## config.mk

```make
export PLATFORM = sky130hd
export DESIGN_NAME = l1_mau_fill
export DESIGN_NICKNAME = d
export VERILOG_FILES = /design/src/rtl/l1_mau_pkg.sv /design/src/rtl/l1_mau_line_buf.sv /design/src/rtl/l1_mau_fill.sv
export SDC_FILE = /design/constraint.sdc
export NUM_CORES = 1
export LEC_CHECK = 0
export ABC_AREA = 1
export BUFFER_PORTS_ARGS = -buffer_cell sky130_fd_sc_hd__buf_4
export CORE_MARGIN = 2
export CORE_UTILIZATION = 50
export DETAILED_ROUTE_END_ITERATION = 8
export GPL_TIMING_DRIVEN = 1
export PLACE_DENSITY = 0.79
export SYNTH_ARGS = -nofsm -noshare
export SYNTH_HDL_FRONTEND = slang
export SYNTH_SLANG_ARGS = --single-unit
```

## constraint.sdc

```tcl
create_clock -name clk -period 3.1 [get_ports clk]
set_input_delay 0.31 -clock clk [delete_from_list [all_inputs] [get_ports clk]]
set_output_delay 0.31 -clock clk [all_outputs]
set_load 0.01 [all_outputs]
```

## src/rtl/l1_mau_pkg.sv

```systemverilog
// Shared types and sizing helpers for the L1 line-fill responder.
package l1_mau_pkg;

    typedef enum logic [1:0] {
        IDLE = 2'd0,
        FILL = 2'd1,
        ACK  = 2'd2
    } mau_state_t;

    localparam int DEF_ADDR_W = 32;
    localparam int DEF_LINE_W = 256;
    localparam int DEF_MEM_DW = 32;

    function automatic int calc_beats(input int line_w, input int mem_dw);
        return line_w / mem_dw;
    endfunction

    function automatic int cnt_width(input int beats);
        return $clog2(beats) + 1;
    endfunction

    localparam int DEF_CNT_W = cnt_width(calc_beats(DEF_LINE_W, DEF_MEM_DW));

endpackage

```

## src/rtl/l1_mau_line_buf.sv

```systemverilog
// Beat-indexed line assembly register; beat 0 lands in the least significant bits.
module l1_mau_line_buf
    import l1_mau_pkg::*;
#(
    parameter int LINE_W = DEF_LINE_W,
    parameter int MEM_DW = DEF_MEM_DW,
    parameter int CNT_W  = DEF_CNT_W
) (
    input  logic              clk,
    input  logic              rst_n,
    input  logic              clr,
    input  logic              wr_en,
    input  logic [CNT_W-1:0]  wr_idx,
    input  logic [MEM_DW-1:0] wr_data,
    output logic [LINE_W-1:0] line,
    output logic [LINE_W-1:0] line_nxt
);

    localparam int BEATS = calc_beats(LINE_W, MEM_DW);

    logic [LINE_W-1:0] line_q;

    // line_nxt already contains the beat being written, so the final beat can be
    // forwarded to the ack register on the same edge it arrives.
    always_comb begin
        line_nxt = line_q;
        for (int i = 0; i < BEATS; i++) begin
            if (wr_en && (wr_idx == CNT_W'(i))) begin
                line_nxt[i*MEM_DW +: MEM_DW] = wr_data;
            end
        end
    end

    always_ff @(posedge clk) begin
        if (!rst_n) begin
            line_q <= '0;
        end else if (clr) begin
            line_q <= '0;
        end else begin
            line_q <= line_nxt;
        end
    end

    assign line = line_q;

endmodule

```

## src/rtl/l1_mau_fill.sv

```systemverilog
// L1 line-fill responder: reads a cache line beat by beat from memory and returns it with a 1-cycle ack.
// Optional one-entry last-line buffer enabled by defining MAU_LAST_LINE_EN.
module l1_mau_fill
    import l1_mau_pkg::*;
#(
    parameter int ADDR_W = DEF_ADDR_W,
    parameter int LINE_W = DEF_LINE_W,
    parameter int MEM_DW = DEF_MEM_DW
) (
    input  logic              clk,
    input  logic              rst_n,
    input  logic              mau_req_val,
    input  logic [ADDR_W-1:0] mau_req_addr,
    output logic              mau_req_ack,
    output logic [LINE_W-1:0] mau_ack_data,
    input  logic              mau_flush,
    output logic              mem_req_val,
    output logic [ADDR_W-1:0] mem_req_addr,
    input  logic              mem_req_rdy,
    input  logic              mem_rsp_val,
    input  logic [MEM_DW-1:0] mem_rsp_data
);

    localparam int BEATS = calc_beats(LINE_W, MEM_DW);
    localparam int CNT_W = cnt_width(BEATS);
    localparam logic [ADDR_W-1:0] OFF_MASK   = ADDR_W'(LINE_W/8 - 1);
    localparam logic [ADDR_W-1:0] BEAT_BYTES = ADDR_W'(MEM_DW/8);

    mau_state_t        state_q, state_d;
    logic [ADDR_W-1:0] base_q;
    logic [CNT_W-1:0]  issue_cnt_q;
    logic [CNT_W-1:0]  rsp_cnt_q;
    logic [LINE_W-1:0] ack_data_q;
    logic [LINE_W-1:0] line_cur, line_nxt;
    logic [ADDR_W-1:0] req_base;
    logic              accept, ll_hit, rsp_wr, beat_acc;

    assign req_base = mau_req_addr & ~OFF_MASK;

`ifdef MAU_LAST_LINE_EN
    logic              ll_valid_q;
    logic [ADDR_W-1:0] ll_addr_q;
    logic [LINE_W-1:0] ll_line_q;
    // A flush in the request cycle wins over a match.
    assign ll_hit = ll_valid_q && (ll_addr_q == req_base) && !mau_flush;
`else
    logic unused_flush;
    assign unused_flush = mau_flush;
    assign ll_hit = 1'b0;
`endif

    always_comb begin
        state_d = state_q;
        accept  = 1'b0;
        case (state_q)
            IDLE: begin
                if (mau_req_val) begin
                    accept  = 1'b1;
                    state_d = ll_hit ? ACK : FILL;
                end
            end
            FILL: begin
                if (mem_rsp_val && (rsp_cnt_q == CNT_W'(BEATS-1))) state_d = ACK;
            end
            ACK:     state_d = IDLE;
            default: state_d = IDLE;
        endcase
    end

    // Memory request handshake: a beat transfers on each cycle with mem_req_val & mem_req_rdy;
    // while rdy is low, val and addr stay stable until the beat is taken.
    assign mem_req_val  = (state_q == FILL) && (issue_cnt_q < CNT_W'(BEATS));
    assign mem_req_addr = mem_req_val ? (base_q + ADDR_W'(issue_cnt_q) * BEAT_BYTES) : '0;
    assign beat_acc     = mem_req_val && mem_req_rdy;
    assign rsp_wr       = (state_q == FILL) && mem_rsp_val;
    assign mau_req_ack  = (state_q == ACK);
    assign mau_ack_data = ack_data_q;

    always_ff @(posedge clk) begin
        if (!rst_n) begin
            state_q     <= IDLE;
            base_q      <= '0;
            issue_cnt_q <= '0;
            rsp_cnt_q   <= '0;
            ack_data_q  <= '0;
        end else begin
            state_q <= state_d;
            if (accept) begin
                base_q      <= req_base;
                issue_cnt_q <= '0;
                rsp_cnt_q   <= '0;
            end else begin
                if (beat_acc) issue_cnt_q <= issue_cnt_q + 1'b1;
                if (rsp_wr)   rsp_cnt_q   <= rsp_cnt_q + 1'b1;
            end
            if ((state_q == FILL) && (state_d == ACK)) ack_data_q <= line_nxt;
`ifdef MAU_LAST_LINE_EN
            if (accept && ll_hit) ack_data_q <= ll_line_q;
`endif
        end
    end

`ifdef MAU_LAST_LINE_EN
    always_ff @(posedge clk) begin
        if (!rst_n) begin
            ll_valid_q <= 1'b0;
            ll_addr_q  <= '0;
            ll_line_q  <= '0;
        end else if (mau_flush) begin
            ll_valid_q <= 1'b0;
        end else if (state_q == ACK) begin
            ll_valid_q <= 1'b1;
            ll_addr_q  <= base_q;
            ll_line_q  <= ack_data_q;
        end
    end
`endif

    l1_mau_line_buf #(
        .LINE_W (LINE_W),
        .MEM_DW (MEM_DW),
        .CNT_W  (CNT_W)
    ) u_line_buf (
        .clk      (clk),
        .rst_n    (rst_n),
        .clr      (accept),
        .wr_en    (rsp_wr),
        .wr_idx   (rsp_cnt_q),
        .wr_data  (mem_rsp_data),
        .line     (line_cur),
        .line_nxt (line_nxt)
    );

    // Responses outside FILL are dropped; flag them as a memory-side protocol error.
    a_rsp_in_fill: assert property (@(posedge clk) disable iff (!rst_n)
        mem_rsp_val |-> (state_q == FILL));

    logic [LINE_W-1:0] unused_line;
    assign unused_line = line_cur;

endmodule
```

Yosys cells after proc, flatten, opt, wreduce, memory -nomap -nowiden
Cells that the tools add are included.
Widths: inputs -> output; s select.
- $add $sub $neg: 3
- multipliers: 0
- div/mod/pow operators: 0
- order comparisons: 1
- equal/unequal tests: 10
- shift operators: 0
- multiplexer cells: 14
- bitwise gates (word level): 1
- reductions and logical operators: 16
- operators with widths (kind ; number):
    $mux 32 ; 9
    $add 32x6->32 ; 1
    $eq 4x3->1 const B ; 4
    $logic_and 1x1->1 ; 13
    $add 4x1->4 const B ; 2
    $eq 4x2->1 const B ; 2
    $eq 2x2->1 const B ; 2
    $eq 4x1->1 const B ; 1
    $logic_not 4->1 ; 1
    $lt 4x4->1 const B ; 1
    $mux 2 ; 2
    $pmux 2 s2 ; 1
    $eq 2x1->1 const B ; 1
    $logic_not 2->1 ; 1
    $mux 1 ; 2
    $reduce_or 2->1 ; 1
    $not 1->1 ; 1
- flip-flop bits (word level): 549
- bits in latches: 0
- memory bits (writable): 0
- ROM bits: 0
- output and inout bits: 290
- memories: 0

Logic depth before layout (Yosys ltp)
- depth after elaboration: 6
- gate-level depth with buffers: 10
- mapped depth without buffers: 10

Hierarchy
Synthesis repeated with hierarchy kept, for this count alone.
- cells, all modules: 3383
- area, all modules: 22992.1 um2
- modules (own cells, without submodules) (module ; times used ; cells an instance ; area each (um2)):
    l1_mau_line_buf ; 1 ; 1899 ; 11926.4
    l1_mau_fill ; 1 ; 1484 ; 11065.6

Least setup slack after synthesis
OpenSTA, ideal clock, no wires.
- path type: register to output
- start: register issue_cnt_q[3]
- end: output mem_req_addr[21]
- data arrival time: 1.587 ns
- required time: 2.790 ns
- slack: 1.203 ns
- cell stages (with the launch flop): 11
- buffers on the path: 0
- cell sequence: dfxtp_1 ha_1 ha_1 nand2_1 nor2_1 nand2_1 inv_1 nand3_1 nand2_1 nand2_1 nor2_1
- longest elaborated chain between the ends: 3
- elaborated cells on any way between the ends: 4
- those cells by class: 1 x add/sub; 1 x order compare; 1 x mux; 1 x reduce/logical
- ends and longest elaborated chain (item ; line ; RTL):
    start, declared ; l1_mau_fill.sv:31 ; logic [CNT_W-1:0] issue_cnt_q;
    start signal, assigned ; l1_mau_fill.sv:93 ; if (beat_acc) issue_cnt_q <= issue_cnt_q + 1'b1;
    branches (longest 2 deep; another with $add 32x6->32) ; -- ;
    $mux 32 (*) ; l1_mau_fill.sv:73 ; assign mem_req_addr = mem_req_val ? (base_q + ADDR_W'(issue_cnt_q) * BEAT_BYTES) : '0;
    end, declared ; l1_mau_fill.sv:18 ; output logic [ADDR_W-1:0] mem_req_addr,
Mark *: on every way between the ends.

Worst setup path in the final report
Ends and elaborated chain as after synthesis.

==> impl_metrics.ini <==
[status]
status = complete, no violations

[timing]
maxSlewViolCount = 0
fmax_ghz = 0.3500
tightest_slew_ns = 1.271
relSlewSlack = 0.1527
skew_ns = 0.01273
finalSetupTns_ns = 0
grt_setup_unrepaired = no
fin_crit_sh = 0.9215
fin_crit_ns = 2.857
setup_viol = 0
hold_viol = 0

[grt]
grt_max_degree = 229
grtUsageTotal = 0.2953
grt_antenna_before_repair = 3
grt_first_pass_wirelength_um = 97280
grt_pass1_vias = 17799
overflow = 0

[power_and_ir_drop]
vdd_drop_max_mv = 0.4360
power_leakage_nw = 11.56
p_total_mw = 13.51
p_per_area_mw_per_mm2 = 538.9

[route]
vias = 19707
antenna_left = 0
post_drt_wl_per_cell_um = 17.08
totalWireLength_um = 64890
drc_errors = 0
drtPass1Iterations = 5
via_per_inst = 5.187
first_iter_violations = 2253

[critical_path]
crit_fanout = 6
crit_path_start_kind = register
end_kind = output pin
cp.required_ns = 2.79
worstSetupPathType = register to output pin
arrival_ns = 2.55

[synthesis]
ys_seq_area_frac = 0.5027
syn_inst = 2990
yosysUniqueCellTypes = 28
synth_warnings = 0
synth_area_mm2 = 0.02059
ys_ff_latch = 517
avgSynthCellArea_um2 = 6.885

[clocking]
clk_latency_ns = 0.60
cts_tree = yes
cts_buffers = 52
cts-root-buf = clkbuf_16
cts_max_path_buffers = 3
cts.sinks = 517
htreeDepth = 2
clk_pin_slew_ns = 0.06

[final_layout]
final_cell_area_mm2 = 0.02506
final_nets = 3309
fill_cells = 3597
final_common_cell = nand2_1
drive_above_1_share = 0.1436
final_cell_mix = nand2_1 (767), nor2_1 (647), dfxtp_1 (517)
final_core_util = 0.6151
syn2layout_area_growth_pct = 21.73

[floorplan]
rows = 74
die-area_mm2 = 0.04281
die_h_um = 206.9
io_pins = 360
coreArea_mm2 = 0.04074
initial_utilization = 0.5053
die_x_um = 206.9

[hold_path]
hold_path_class = primary input to register

[placement]
place_area_mm2 = 0.02326
hpwl_um = 40860
gp_congestion = 0.8547
port-buffer-count = 351

[flow_run]
cap_violations = 0
==> cell type report <==
class | count | area (µm²) | area share
Antenna cell | 1 | 2.502 | 0.00009986
Inverter | 300 | 1134 | 0.04523
Clock inverter | 9 | 88.84 | 0.003545
Multi-Input combinational cell | 1977 | 8242 | 0.3289
Tap cell | 532 | 665.6 | 0.02656
Sequential cell | 517 | 10350 | 0.4130
Clock buffer | 79 | 1575 | 0.06286
Timing Repair Buffer | 384 | 3003 | 0.1198
==> cell families (layout without fill, tap and decap cells) <==
| kind of cell | count (synthesis) | count (layout) | share of synthesized area |
|---|---|---|---|
| other cells | 1 | 3 | 0.0001822 |
| fa+ha+maj | 7 | 7 | 0.004254 |
| flops | 517 | 517 | 0.5027 |
| buf+inv | 497 | 772 | 0.09797 |
| simple gates | 1641 | 1641 | 0.3147 |
| compound gates | 326 | 326 | 0.07974 |
| xor+xnor | 1 | 1 | 0.0004255 |
==> cell usage after synthesis <==
| master | n | area [µm²] |
|---|---|---|
| a211oi_1 | 1 | 7.510 |
| a21oi_1 | 220 | 1101 |
| a31oi_1 | 2 | 12.51 |
| buf_1 | 23 | 86.33 |
| buf_2 | 60 | 300.3 |
| buf_4 | 18 | 135.1 |
| buf_6 | 1 | 11.26 |
| clkbuf_1 | 94 | 352.8 |
| clkbuf_2 | 1 | 5.000 |
| conb_1 | 1 | 3.750 |
| dfxtp_1 | 517 | 10350 |
| ha_1 | 7 | 87.58 |
| inv_1 | 294 | 1104 |
| inv_2 | 6 | 22.52 |
| nand2_1 | 769 | 2887 |
| nand2_2 | 2 | 12.51 |
| nand3_1 | 207 | 1036 |
| nand3_2 | 1 | 10.01 |
| nand3b_1 | 1 | 7.510 |
| nand4_1 | 2 | 12.51 |
| nor2_1 | 648 | 2432 |
| nor2_2 | 6 | 37.54 |
| nor2_4 | 3 | 33.78 |
| nor3_1 | 2 | 10.01 |
| o21a_1 | 2 | 15.01 |
| o21ai_0 | 83 | 415.4 |
| o21ai_1 | 18 | 90.09 |
| xnor2_1 | 1 | 8.760 |
==> state kept, by name (all words and copies together) (netlist names) <==
register	count
base_q	27
mau_ack_data	256
issue_cnt_q	4
state_q	2
u_line_buf.line	224
rsp_cnt_q	4
==> per-layer routing <==
layer / global-route usage / up-vias / wire, µm
met3: 0.03893 / 162 / 5865
met4: 0.1449 / 0 / 3091
li1: - / 9628 / -
met1: 0.4002 / 9074 / 26740
met5: 0 / - / 0
met2: 0.4652 / 843 / 29190
==> power by group <==
| part | switching [mW] | total, mW | internal [mW] |
|---|---|---|---|
| logic | 0.456 | 0.606 | 0.150 |
| clock network | 2.61 | 6.17 | 3.56 |
| registers | 0.0395 | 6.73 | 6.69 |
==> through the flow <==
| step | hold slack (ns) | setup WS, ns | cells |
|---|---|---|---|
| floorplan | 0.4443 | 1.203 | 2991 |
| global placement | 0.4547 | 0.7864 | 3697 |
| detailed placement | 0.4604 | 0.7352 | 3697 |
| CTS | 0.0007499 | 0.1010 | 3798 |
| global route | 0.02017 | 0.01624 | 3799 |
| finish | 0.02302 | 0.2432 | 3799 |
==> worst paths after layout <==
check                             from                    to  slack (ns)  cells past startpoint
setup / recovery        issue_cnt_q[3]      mem_req_addr[21]        0.24                     11
setup reg to reg            state_q[0]     mau_ack_data[167]        0.89                      9
hold reg to reg   u_line_buf.line[220]  u_line_buf.line[220]        0.47                      2
hold / removal        mau_req_addr[21]            base_q[21]        0.02                      3
==> critical path, stage by stage (launching register included) <==
cell and delay [ns]:
dfxtp_1 0.35, ha_1 0.20, ha_1 0.23, nand2_1 0.10, nor2_2 0.30, nand2_1 0.12
inv_1 0.16, nand3_1 0.14, nand2_1 0.09, nand2_1 0.05, nor2_1 0.09, buf_4 0.12
==> timing repair <==
action | in CTS | in global routing
hold buffers | 13 | 0
buffers inserted | 0 | 0
gates resized for setup | 0 | 1
setup endpoints to repair | 0 | 4
endpoints found under the hold margin | 13 | 0
Power figures use the tool's default switching activity.
